## config.mk

```make
export PLATFORM = sky130hd
export DESIGN_NAME = dcache_mshr_file
export DESIGN_NICKNAME = d
export VERILOG_FILES = /design/src/rtl/dcache_mshr_file.sv
export SDC_FILE = /design/constraint.sdc
export NUM_CORES = 1
export LEC_CHECK = 0
export BUFFER_PORTS_ARGS = -buffer_cell sky130_fd_sc_hd__buf_2
export CORE_UTILIZATION = 40
export DETAILED_ROUTE_END_ITERATION = 7
export GPL_TIMING_DRIVEN = 0
export PLACE_DENSITY = 0.67
export REMOVE_ABC_BUFFERS = 1
export SLEW_MARGIN = 20
export SYNTH_ARGS = -nofsm -noshare
export SYNTH_HDL_FRONTEND = slang
export SYNTH_SLANG_ARGS = --single-unit
```

## constraint.sdc

```tcl
create_clock -name clk_i -period 2.3 [get_ports clk_i]
set_input_delay 0.115 -clock clk_i [delete_from_list [all_inputs] [get_ports clk_i]]
set_output_delay 0.115 -clock clk_i [all_outputs]
set_load 0.005 [all_outputs]
```

## src/rtl/dcache_mshr_file.sv

```systemverilog
// Miss-status holding register file: NR_ENTRIES independent line-miss trackers
// moving FREE -> WAIT_ISSUE -> WAIT_REFILL -> FREE, with same-line stalling.
module dcache_mshr_file #(
   parameter int NR_ENTRIES  = 4,
   parameter int ADDR_WIDTH  = 56,
   parameter int LINE_OFFSET = 4,
   parameter int ID_WIDTH    = 2,
   parameter int DATA_WIDTH  = 64
) (
   input  logic                            clk_i,
   input  logic                            rst_ni,
   input  logic                            flush_i,
   input  logic                            alloc_valid_i,
   output logic                            alloc_ready_o,
   input  logic [ID_WIDTH-1:0]             alloc_id_i,
   input  logic                            alloc_we_i,
   input  logic [ADDR_WIDTH-1:0]           alloc_addr_i,
   input  logic [DATA_WIDTH-1:0]           alloc_wdata_i,
   input  logic [DATA_WIDTH/8-1:0]         alloc_be_i,
   output logic [$clog2(NR_ENTRIES)-1:0]   alloc_idx_o,
   input  logic [ADDR_WIDTH-1:0]           lookup_addr_i,
   output logic                            lookup_hit_o,
   output logic [$clog2(NR_ENTRIES)-1:0]   lookup_idx_o,
   output logic                            issue_valid_o,
   input  logic                            issue_ready_i,
   output logic [$clog2(NR_ENTRIES)-1:0]   issue_idx_o,
   output logic [ADDR_WIDTH-1:0]           issue_addr_o,
   output logic                            issue_we_o,
   input  logic                            refill_valid_i,
   input  logic [$clog2(NR_ENTRIES)-1:0]   refill_idx_i,
   output logic                            retire_valid_o,
   output logic [ID_WIDTH-1:0]             retire_id_o,
   output logic                            retire_we_o,
   output logic [ADDR_WIDTH-1:0]           retire_addr_o,
   output logic [DATA_WIDTH-1:0]           retire_wdata_o,
   output logic [DATA_WIDTH/8-1:0]         retire_be_o,
   output logic [$clog2(NR_ENTRIES+1)-1:0] count_o,
   output logic                            full_o,
   output logic                            empty_o
);
   localparam int IW = $clog2(NR_ENTRIES);
   localparam int CW = $clog2(NR_ENTRIES + 1);
   localparam int BW = DATA_WIDTH / 8;

   typedef enum logic [1:0] {FREE = 2'd0, WAIT_ISSUE = 2'd1, WAIT_REFILL = 2'd2} state_e;

   state_e                state_q [NR_ENTRIES];
   logic [ID_WIDTH-1:0]   id_q    [NR_ENTRIES];
   logic                  we_q    [NR_ENTRIES];
   logic [ADDR_WIDTH-1:0] addr_q  [NR_ENTRIES];
   logic [DATA_WIDTH-1:0] wdata_q [NR_ENTRIES];
   logic [BW-1:0]         be_q    [NR_ENTRIES];

   logic          lock_q;
   logic [IW-1:0] lock_idx_q;

   logic          alloc_match, free_found, wi_found, lookup_hit;
   logic [IW-1:0] free_idx, wi_idx, lookup_idx, issue_sel;
   logic [CW-1:0] occ_count;
   logic          issue_valid, alloc_fire, issue_fire, refill_ok;
   logic          lookup_offset_unused;

   assign lookup_offset_unused = ^lookup_addr_i[LINE_OFFSET-1:0];

   // Descending scan so the last assignment wins: every pick is the lowest index.
   always_comb begin
      alloc_match = 1'b0;
      lookup_hit  = 1'b0;
      lookup_idx  = '0;
      free_found  = 1'b0;
      free_idx    = '0;
      wi_found    = 1'b0;
      wi_idx      = '0;
      occ_count   = '0;
      for (int i = NR_ENTRIES - 1; i >= 0; i--) begin
         if (state_q[i] != FREE) begin
            occ_count = occ_count + CW'(1);
            if (addr_q[i][ADDR_WIDTH-1:LINE_OFFSET] == alloc_addr_i[ADDR_WIDTH-1:LINE_OFFSET])
               alloc_match = 1'b1;
            if (addr_q[i][ADDR_WIDTH-1:LINE_OFFSET] == lookup_addr_i[ADDR_WIDTH-1:LINE_OFFSET]) begin
               lookup_hit = 1'b1;
               lookup_idx = IW'(i);
            end
         end else begin
            free_found = 1'b1;
            free_idx   = IW'(i);
         end
         if (state_q[i] == WAIT_ISSUE) begin
            wi_found = 1'b1;
            wi_idx   = IW'(i);
         end
      end
   end

   // A stalled issue stays locked on its entry so a newly allocated lower index cannot
   // swap the request out from under the memory side.
   assign issue_valid = lock_q || wi_found;
   assign issue_sel   = lock_q ? lock_idx_q : wi_idx;
   assign alloc_ready_o = free_found && !alloc_match && !flush_i;
   assign alloc_fire    = alloc_valid_i && alloc_ready_o;
   assign issue_fire    = issue_valid && issue_ready_i;
   assign refill_ok     = refill_valid_i && (state_q[refill_idx_i] == WAIT_REFILL);

   assign alloc_idx_o   = free_idx;
   assign lookup_hit_o  = lookup_hit;
   assign lookup_idx_o  = lookup_idx;
   assign issue_valid_o = issue_valid;
   assign issue_idx_o   = issue_valid ? issue_sel : '0;
   assign issue_addr_o  = issue_valid ?
                          {addr_q[issue_sel][ADDR_WIDTH-1:LINE_OFFSET], {LINE_OFFSET{1'b0}}} : '0;
   assign issue_we_o    = issue_valid && we_q[issue_sel];
   assign count_o       = occ_count;
   assign full_o        = (occ_count == CW'(NR_ENTRIES));
   assign empty_o       = (occ_count == '0);

   always_ff @(posedge clk_i or negedge rst_ni) begin
      if (!rst_ni) begin
         for (int i = 0; i < NR_ENTRIES; i++) begin
            state_q[i] <= FREE;
            id_q[i]    <= '0;
            we_q[i]    <= 1'b0;
            addr_q[i]  <= '0;
            wdata_q[i] <= '0;
            be_q[i]    <= '0;
         end
         lock_q         <= 1'b0;
         lock_idx_q     <= '0;
         retire_valid_o <= 1'b0;
         retire_id_o    <= '0;
         retire_we_o    <= 1'b0;
         retire_addr_o  <= '0;
         retire_wdata_o <= '0;
         retire_be_o    <= '0;
      end else if (flush_i) begin
         for (int i = 0; i < NR_ENTRIES; i++) state_q[i] <= FREE;
         lock_q         <= 1'b0;
         retire_valid_o <= 1'b0;
      end else begin
         lock_q         <= issue_valid && !issue_ready_i;
         lock_idx_q     <= issue_sel;
         retire_valid_o <= refill_ok;
         // Refill, issue and alloc target entries in distinct states, so they never collide.
         if (refill_ok) begin
            state_q[refill_idx_i] <= FREE;
            retire_id_o    <= id_q[refill_idx_i];
            retire_we_o    <= we_q[refill_idx_i];
            retire_addr_o  <= addr_q[refill_idx_i];
            retire_wdata_o <= wdata_q[refill_idx_i];
            retire_be_o    <= be_q[refill_idx_i];
         end
         if (issue_fire) state_q[issue_sel] <= WAIT_REFILL;
         if (alloc_fire) begin
            state_q[free_idx] <= WAIT_ISSUE;
            id_q[free_idx]    <= alloc_id_i;
            we_q[free_idx]    <= alloc_we_i;
            addr_q[free_idx]  <= alloc_addr_i;
            wdata_q[free_idx] <= alloc_wdata_i;
            be_q[free_idx]    <= alloc_be_i;
         end
      end
   end

`ifndef SYNTHESIS
   always_ff @(posedge clk_i) begin
      if (rst_ni && !flush_i && refill_valid_i)
         assert (state_q[refill_idx_i] == WAIT_REFILL)
         else $warning("refill of entry %0d ignored: entry is not waiting for refill", refill_idx_i);
   end
`endif

endmodule
```

==> flow_metrics.tcl <==
set metrics [dict create \
    finClkSkew_ps 42.6 \
    rows 107 \
    seqPwrFrac_pct 38.4 \
    grt-ovfl-total 0 \
    clockBufferDepth 3 \
    synth_edf_count 0 \
    crit_arrival_ps 4080 \
    switching_power_w 0.0188 \
    post-dp-hpwl_microns 90900 \
    clock_sinks 667 \
    dp.cells 3888 \
    ys_ff_latch 667 \
    drc_errors 0 \
    hold_path_class "in2async" \
    power.internal_w 0.0352 \
    post-route-period-util_pct 155 \
    tightest_slew_ps 874 \
    comb_power_share_pct 38.0 \
    numPortBuffers 389 \
    cts_tree "yes" \
    ir_worst_vdd_uv 837 \
    insertion_delay_ps 650 \
    cts_buffers 75 \
    finalNonFillerCells 4367 \
    synthArstFlopShare_pct 100 \
    via_count 25300 \
    slew_headroom_pct 41.3 \
    grt_max_degree 112 \
    finalWorstSetupSlack_ps -1260 \
    critPathMaxFanout 6 \
    hold_viol 0 \
    place_ws_ps -2650 \
    leakage_nw 21.6 \
    violations "setup timing" \
    cap_violations 0 \
    io_pins 398 \
    nets 3346 \
    drt_iter0_drc 2029 \
    netlist_area_sq_mm 0.0348 \
    fp.dieW_microns 297 \
    clkPwrFrac_pct 23.6 \
    endpoint_kind "flip-flop" \
    synth.avg_cell_area_sq_um 14.1 \
    start_util_pct 40.6 \
    setup_violations 715 \
    first_pass_iters 8 \
    layout_min_cycle_time_ps 3560 \
    wl_per_cell_microns 32.0 \
    via_per_inst 5.80 \
    drive_gt1_share_pct 51.9 \
    h-tree-depth 3 \
    grt_pass1_wl_microns 192000 \
    grt_pass1_vias 26200 \
    pwr_density_cell_mw_per_mm2 1150 \
    core_sq_mm 0.0857 \
    fmax_mhz 281 \
    yosysWarnings 0 \
    fin_tns_setup_ps -673250 \
    grt_setup_unrepaired "true" \
    seq_area_frac_synth_pct 48.0 \
    clkTransAtPathRegs_ps 60 \
    worstPathRequired_ps 2820 \
    gp_congestion 1.02 \
    die_h_microns 297 \
    areaGrowthSynthToFinish_pct 35.2 \
    track_usage_pct 30.2 \
    startpoint_type "flip-flop" \
    ys.flop_type "dfrtp_1" \
    syn_inst 2468 \
    clockRootBuffer "clkbuf_16" \
    report.final.slew_viol_count 0 \
    crit_type "reg2reg" \
    antenna_left 0 \
    switching_share_pct 34.8 \
    antenna_found_initial 27 \
    status "complete, but fails checks" \
    dieArea_sq_mm 0.0882 \
    synth_cell_types 55 \
    drt_wl_total_microns 140000 \
]
## cell families after synthesis
group | share of synthesized area [%]
muxes | 33.1
DFF | 48.0
xor gates and xnor gates | 9.24
and+or+nand+nor | 4.45
buffers and inverters | 3.59
AOI/OAI and AO/OA | 1.50
adders and majority gates | 0.144
other | 0.0108
## Yosys cell counts, drive strengths merged, types with 2 or more instances
master	count	area [sq um]
buf	144	823
mux2	630	7090
nand3	10	50.1
a22o	2	17.5
xnor2	201	1760
mux4	184	4140
or2	3	18.8
a221oi	5	43.8
o21ai	6	30.0
o41ai	2	17.5
or3	3	18.8
and2	53	332
nor3	14	80.1
xor2	166	1450
a2111oi	4	41.3
dfrtp	667	16700
and3	3	18.8
o2111a	2	22.5
mux2i	27	270
nor2b	9	56.3
inv	74	278
nand2	16	60.1
nand4	65	407
nor2	13	48.8
o22ai	26	169
nor4	60	375
nand2b	7	43.8
o221ai	8	70.1
ha	4	50.1
a21oi	4	20.0
clkbuf	39	148
nor3b	2	15.0
a31oi	2	12.5
## sequential cells by signal (all words and copies together) (netlist names)
| register | cells |
|---|---|
| addr_q | 224 |
| lock_q | 1 |
| retire_we_o | 1 |
| id_q | 8 |
| lock_idx_q | 2 |
| retire_id_o | 2 |
| wdata_q | 256 |
| retire_valid_o | 1 |
| be_q | 32 |
| retire_addr_o | 56 |
| state_q | 8 |
| retire_wdata_o | 64 |
| we_q | 4 |
| retire_be_o | 8 |
## power by group through the flow
stage | clock network (W) | registers (W) | logic, W
finish | 0.0127 | 0.0207 | 0.0206
floorplan | 0 | 0.0191 | 0.0100
detailed placement | 0 | 0.0206 | 0.0164
global placement | 0 | 0.0199 | 0.0156
CTS | 0.0129 | 0.0204 | 0.0184
global route | 0.0134 | 0.0212 | 0.0214
## worst paths after layout
| path | startpoint | to | slack, ps | depth (start not counted) |
|---|---|---|---|---|
| setup / recovery | addr_q[38]$_DFFE_PN0P_ | addr_q[99]$_DFFE_PN0P_ | -1260 | 14 |
| hold reg to reg | wdata_q[251]$_DFFE_PN0P_ | wdata_q[251]$_DFFE_PN0P_ | 490 | 1 |
| hold / removal | rst_ni | wdata_q[114]$_DFFE_PN0P_ | 50 | 2 |
| min in group clk_i | alloc_addr_i[28] | addr_q[28]$_DFFE_PN0P_ | 60 | 2 |
| setup reg to reg | addr_q[38]$_DFFE_PN0P_ | addr_q[99]$_DFFE_PN0P_ | -1260 | 14 |
| max in group asynchronous | rst_ni | wdata_q[255]$_DFFE_PN0P_ | 470 | 5 |
## repair_timing
action                                  CTS  global route
endpoints found under the setup margin  727           715
cloned                                   31            20
hold endpoints to repair                605             0
resized for setup                       196           303
buffers inserted                         73            71
hold buffers                            140             0
pin swaps                                14            57
## critical path: stages (launching register included)
cell and delay [ps]:
dfrtp_2 490, xnor2_4 230, nand4_1 140, nor4_2 360, nand4_1 460, o22ai_4 460, buf_6 150, nor3_4 40
buf_8 140, buf_12 130, buf_12 120, buf_12 120, buf_12 140, buf_16 140, mux2_4 290
## metrics by stage
stage	hold WS [ps]	area [sq um]	util [%]	power, W
after floorplan	-181	33800	-	0.0291
after global placement	337	37200	43.4	0.0354
after detailed placement	175	38400	44.8	0.0369
after CTS	11.2	44900	52.4	0.0518
after global routing	37.7	47000	54.9	0.0560
final	49.6	47000	54.9	0.0540
## per-layer routing
metal / global-route usage, % / wire [microns]
met1: 37.8 / 53600
met2: 49.0 / 66600
met3: 6.80 / 11000
met4: 15.2 / 8520
met5: 0 / 109
## cell type report
cell class / instances / area (sq um)
multi-input cells: 1550 / 18300
well taps: 1144 / 1430
fillers: 6962 / 38600
clock inverters: 32 / 462
flip-flops and latches: 667 / 16700
repair buffers: 778 / 7640
clock buffers: 104 / 2140
repair inverters: 1 / 6.26
diodes: 17 / 42.5
inverters: 74 / 294
## layout by cell type, fill, tap and decap left out, types with 35 or more instances in the layout
master         count
dfrtp_1          636
buf_6             44
mux2_2           434
buf_16            42
mux4_2           184
and2_1            43
mux2_1            54
inv_1             69
buf_2            377
xnor2_1          162
buf_12            73
mux2_4           142
buf_4             66
nand4_1           65
nor4_1            35
clkbuf_16         92
xor2_1           163
dlygate4sd3_1    140
Power figures use the tool's default switching activity.
